### src/rtl/flag_tex_loader.sv
// Streams one 60x120 card image from a valid/ready pixel source into the
// left or right half of the 120-word-pitch HUD flag-texture BRAM.
module flag_tex_loader #(
  parameter int MEM_W = 120,
  parameter int IMG_W = 60,
  parameter int IMG_H = 120,
  parameter int PIX_W = 12
) (
  input  logic             clk,
  input  logic             rst_n,
  input  logic             start,
  input  logic             sel_right,
  input  logic             abort,
  input  logic             s_valid,
  input  logic [PIX_W-1:0] s_data,
  output logic             s_ready,
  output logic             we,
  output logic [13:0]      waddr,
  output logic [PIX_W-1:0] wdata,
  output logic             busy,
  output logic             done
);

  typedef enum logic [1:0] {IDLE, LOAD, DONE} state_t;

  localparam logic [5:0]  X_LAST   = 6'(IMG_W - 1);
  localparam logic [6:0]  Y_LAST   = 7'(IMG_H - 1);
  localparam logic [13:0] COL_OFF  = 14'(IMG_W);
  // Jump from the last column of one row to the first column of the next.
  localparam logic [13:0] ROW_STEP = 14'(MEM_W - IMG_W + 1);

  state_t      state, state_nxt;
  logic [5:0]  x;
  logic [6:0]  y;
  logic [13:0] addr;
  logic        accept;
  logic        last_beat;

  always_ff @(posedge clk) begin
    if (!rst_n) state <= IDLE;
    else        state <= state_nxt;
  end

  always_comb begin
    state_nxt = state;
    s_ready   = 1'b0;
    busy      = 1'b0;
    done      = 1'b0;
    accept    = 1'b0;
    last_beat = 1'b0;
    case (state)
      IDLE: begin
        if (start) state_nxt = LOAD;
      end
      LOAD: begin
        busy      = 1'b1;
        s_ready   = !abort;
        accept    = s_valid && !abort;
        last_beat = accept && (x == X_LAST) && (y == Y_LAST);
        if (abort)          state_nxt = IDLE;
        else if (last_beat) state_nxt = DONE;
      end
      DONE: begin
        busy      = 1'b1;
        done      = 1'b1;
        state_nxt = IDLE;
      end
      default: state_nxt = IDLE;
    endcase
  end

  always_ff @(posedge clk) begin
    if (!rst_n) begin
      x     <= '0;
      y     <= '0;
      addr  <= '0;
      we    <= 1'b0;
      waddr <= '0;
      wdata <= '0;
    end else begin
      we <= accept;
      if (state == IDLE && start) begin
        x    <= '0;
        y    <= '0;
        addr <= sel_right ? COL_OFF : '0;
      end
      if (accept) begin
        waddr <= addr;
        wdata <= s_data;
        if (x != X_LAST) begin
          x    <= x + 6'd1;
          addr <= addr + 14'd1;
        end else begin
          x    <= '0;
          y    <= y + 7'd1;
          addr <= addr + ROW_STEP;
        end
      end
    end
  end

endmodule

### config.mk
export PLATFORM = sky130hd
export DESIGN_NAME = flag_tex_loader
export DESIGN_NICKNAME = d
export VERILOG_FILES = /design/src/rtl/flag_tex_loader.sv
export SDC_FILE = /design/constraint.sdc
export NUM_CORES = 1
export LEC_CHECK = 0
export BUFFER_PORTS_ARGS = -buffer_cell sky130_fd_sc_hd__buf_2
export CORE_ASPECT_RATIO = 2
export CORE_MARGIN = 3
export CORE_UTILIZATION = 55
export CTS_CLUSTER_DIAMETER = 200
export CTS_CLUSTER_SIZE = 40
export DETAILED_ROUTE_END_ITERATION = 6
export HOLD_SLACK_MARGIN = 0.08
export PLACE_DENSITY_LB_ADDON = 0.3
export SETUP_SLACK_MARGIN = 0.5
export SYNTH_ARGS = -nofsm -noshare
export SYNTH_HDL_FRONTEND = slang
export SYNTH_SLANG_ARGS = --single-unit
export TNS_END_PERCENT = 5
### constraint.sdc
create_clock -name clk -period 3 [get_ports clk]
set_input_delay 0.6 -clock clk [delete_from_list [all_inputs] [get_ports clk]]
set_output_delay 0.6 -clock clk [all_outputs]
set_load 0.02 [all_outputs]
# Word-level counts from Yosys, hierarchy flattened
# Cells that the tools add are included.
[totals] output_inout_bits=30 ff_bits=56 in_bits=18 wordCells=45
[op_classes] n_mux=18 reduce_logical=9 n_eq_ne=7 addsub=4
[op_table] op="$mux 14" count=3
[op_table] op="$mux 6" count=4
[op_table] op="$mux 7" count=3
[op_table] op="$add 14x1->14 const B" count=1
[op_table] op="$add 14x6->14 const B" count=1
[op_table] op="$add 7x1->7 const B" count=1
[op_table] op="$eq 7x7->1 const B" count=1
[op_table] op="$add 6x1->6 const B" count=1
[op_table] op="$eq 6x6->1 const B" count=1
[op_table] op="$mux 2" count=3
[op_table] op="$ne 6x6->1 const B" count=1
[op_table] op="$logic_and 1x1->1" count=4
[op_table] op="$mux 1" count=4
[op_table] op="$pmux 2 s2" count=1
[op_table] op="$ne 3x3->1 const B" count=1
[op_table] op="$eq 2x1->1 const B" count=1
[op_table] op="$eq 2x2->1 const B" count=1
[op_table] op="$logic_not 2->1" count=1
[op_table] op="$ne 2x2->1 const B" count=1
[op_table] op="$reduce_and 2->1" count=1
[op_table] op="$reduce_bool 2->1" count=1
[op_table] op="$reduce_or 2->1" count=1
[op_table] op="$logic_not 1->1" count=1

# Logic depth before layout (Yosys ltp)
[depth] depth_word=7 depth_mapped=8 mapped_depth_nobuf=7

# Worst setup path after synthesis
# Ideal clock, no wire load.
[synth_timing] path_kind="input port to flip-flop" startpoint="input abort" endpoint="register addr[12]" required_time_ps=2927 arrival_ps=1874 cell_stages=4 setup_ps=73 slack_ps=1053 path_buffers=0 cell_sequence="nand3b_4 > or4_4 > or4_1 > o211ai_2"
[synth_via] elab_chain_len=4 elab_cells_between_ends=5 classes_between="2 x mux; 3 x reduce/logical"
[synth_rtl] item="start: declaration" line="13" source="input logic abort,"
[synth_rtl] item="$logic_not 1->1 *" line="58" source="accept = s_valid && !abort;"
[synth_rtl] item="$logic_and 1x1->1 *" line="58"
[synth_rtl] item="$mux 1 *" line="51" source="case (state)"
[synth_rtl] item="$mux 14 or $reduce_bool 2->1 (tied branches)"
[synth_rtl] item="end signal: assignment" line="85" source="addr <= sel_right ? COL_OFF : '0;"
[synth_rtl] item="end signal: assignment" line="92" source="addr <= addr + 14'd1;"
[synth_rtl] item="end signal: assignment" line="96" source="addr <= addr + ROW_STEP;"
[synth_rtl] item="end: declaration" line="35" source="logic [13:0] addr;"
# Mark *: on every way between the ends. The rest lies on a longest branch, timed or not.
# A chain may end at the register's enable or synchronous reset.

# Worst setup path after layout
[layout_timing] startpoint="register x[5]" endpoint="register addr[8]"
[layout_via] elab_chain_len=3
[layout_rtl] item="start: declaration" line="33" source="logic [5:0] x;"
[layout_rtl] item="start signal: assignment" line="91" source="x <= x + 6'd1;"
[layout_rtl] item="$ne 6x6->1" line="90" source="if (x != X_LAST) begin"
[layout_rtl] item="$mux 14" line="90"
[layout_rtl] item="$mux 14" line="87" source="if (accept) begin"
# Every way passes these cells.

==> results.json <==
{
  "status": "completed",
  "critPathCaptureType": "register",
  "slew_headroom_pct": 52.53,
  "finalCriticalPeriod_ns": 2.204,
  "drt-initial-drc-count": 124,
  "portBuffers": 47,
  "pre_cts_slack_ns": 0.7909,
  "synth.distinct_cells": 56,
  "power_mw": 1.466,
  "tightest_slew_ns": 0.7095,
  "drv_cap": 0,
  "yosys_warnings": 0,
  "numCtsBuffers": 5,
  "synth_edf_count": 0,
  "synth_adder_area_share_pct": 2.783,
  "grt_usage_pct": 24.15,
  "ys_seq_elements": 56,
  "area_delta_synth_final_pct": 14.29,
  "drc_errors": 0,
  "hp-class": "reg -> reg",
  "worstHoldStart": "wdata[5]$_SDFFE_PN0P_",
  "ir_worst_vdd_mv": 0.4758,
  "core-area_um2": 4686,
  "grt_start_max_net_pins": 34,
  "antenna_found_initial": 0,
  "post_drt_via_cell_ratio": 6.226,
  "grt_pass1_vias": 2613,
  "drv_slew": 0,
  "ys_seq_area_share_pct": 41.56,
  "die_w_um": 55.52,
  "die_h_um": 105.0,
  "synth_top_family_by_area": "simple AND/OR/NAND/NOR gates",
  "syn_inst": 337,
  "synth_simple_gate_area_share_pct": 27.60,
  "wirelength_mm": 6.831,
  "arrival_ns": 2.38,
  "ant_nets": 0,
  "cts_buffer_depth": 2,
  "syn_nets": 361,
  "layout.nets": 401,
  "clk_pin_slew_worst_paths_ns": 0.10,
  "p_per_area_nw_per_um2": 475.5,
  "r2r_cells": 4,
  "post_cts_resized": 0,
  "p_leak_nw": 1.226,
  "p_int_mw": 1.089,
  "initial_core_util_pct": 57.57,
  "netlist.area_leader.share_pct": 41.56,
  "synth_area_um2": 2698,
  "switching_share_pct": 25.69,
  "first_pass_iters": 5,
  "grt_pass1_wl_mm": 11.62,
  "critical_path_class": "reg -> reg",
  "r2r_start": "x[5]$_SDFFE_PN0P_",
  "fmax_mhz": 453.8,
  "crit_start": "x[5]$_SDFFE_PN0P_",
  "yosysMostFrequentCell": "nand2_1",
  "cts-hold-fix-buffers": 0,
  "synth_mux_area_share_pct": 2.226,
  "setup_viol": 0,
  "pwr-share-comb_pct": 11.6,
  "synth-compound-area-share_pct": 21.43,
  "power_frac_seq_pct": 52.9,
  "cts_sinks": 56,
  "final_cells": 433,
  "yosys.area.top_type": "dfxtp_1",
  "switchingPower_uw": 376.5,
  "rows": 35,
  "rsz0062_at_grt": "false",
  "yosys-top-cells-area": "dfxtp_1, nand2_1, a21oi_1, nand3_1, ha_1",
  "post-dp-hpwl_mm": 4.870,
  "min_path_cells": 2,
  "hold_violations": 0,
  "die-area_um2": 5832,
  "period_share_pct": 73.46,
  "hold_slack_ns": 0.4541,
  "io_pins": 48,
  "cts-root-buf": "clkbuf_8",
  "pwr-share-clk_pct": 35.5,
  "avgSynthCellArea_um2": 8.005,
  "wl_per_cell_um": 15.78,
  "synthArstFlopShare_pct": 0,
  "crit_fanout": 14,
  "fin_ws_ns": 0.7962,
  "synth-xor-area-share_pct": 0,
  "critPathLaunchType": "register",
  "setup_tns_ns": 0,
  "antenna_cells": 0,
  "synth_flop_cell": "dfxtp_1",
  "cts-htree-levels": 2,
  "ys_top_cells_by_count": "nand2_1, dfxtp_1, a21oi_1, nand3_1, nor2_1",
  "drive_gt1_share_pct": 17.99,
  "fin_skew_ns": 0.003162,
  "dr_total_vias": 2696,
  "crit_required_ns": 3.18,
  "cts_setup_buffers": 0,
  "post-place-cells": 425,
  "cts_tree": "yes",
  "gp_congestion": 0.8567,
  "overflow": 0,
  "worstSkewPairLatency_ns": 0.31
}
==> logic make-up (layout without fill, tap and decap cells) <==
group,Yosys count,count (layout)
simple gates,147,147
compound gates,92,92
flops,56,56
mux,6,6
fa+ha+maj,6,6
buf+inv,30,71
==> registers in the layout (all words and copies together), names as in the netlist <==
| register | count |
|---|---|
| y | 7 |
| x | 6 |
| state | 2 |
| wdata | 12 |
| waddr | 14 |
| addr | 14 |
| we | 1 |
==> per-layer routing <==
metal	up-vias	GRT usage, %	wire length (um)
met5	-	0	0
met4	0	14.09	236
met3	28	3.708	457
met2	125	44.49	3663
met1	1257	24.83	2473
li1	1286	-	-
==> worst max-delay path, cell delays in order, from the launching register on <==
cell	delay [ns]
dfxtp_1	0.65
clkinv_1	0.42
o22a_1	0.39
o311ai_0	0.44
o211ai_1	0.16
==> per-stage QoR <==
stage / utilization (%) / instance area (um2)
after floorplan: - / 2698
after global placement: 63.20 / 2962
after detailed placement: 63.20 / 2962
after CTS: 65.79 / 3083
after global routing: 65.79 / 3083
final: 65.79 / 3083
==> cells in the final DEF (no fill, tap or decap), drive strengths merged, types with 3 or more instances in the layout <==
cell type	n
o21ai	9
dfxtp	56
o211ai	5
ha	6
a211oi	4
buf	52
inv	10
nor3	4
nand2	74
a21oi	44
mux2i	6
nand2b	3
o311ai	3
nand4b	3
or4	5
or3	4
clkbuf	6
nand3	20
a31oi	10
nor2	13
==> path summary, 6_finish.rpt <==
path / endpoint / slack (ns)
max: addr[8]$_SDFFE_PN0P_ / 0.80
min: wdata[5]$_SDFFE_PN0P_ / 0.45
max reg2reg: addr[8]$_SDFFE_PN0P_ / 0.80
min reg2reg: wdata[5]$_SDFFE_PN0P_ / 0.45
==> power groups by stage <==
stage          combinational (mW)  clock [mW]  sequential [mW]
3_5_place_dp                0.169           0            0.793
4_1_cts                     0.169       0.525            0.776
5_1_grt                     0.188       0.549            0.779
2_1_floorplan               0.116           0            0.790
3_3_place_gp                0.165           0            0.792
6_report                    0.170       0.520            0.776
==> final cells by class <==
class	instances	area, um2
clock buffer	6	82.58
clock inverter	2	38.79
fill	432	1603
inverter	11	41.29
multi-input combinational	251	1458
sequential	56	1121
tap	55	68.82
timing repair buffer	52	272.8
Power figures use the tool's default switching activity.
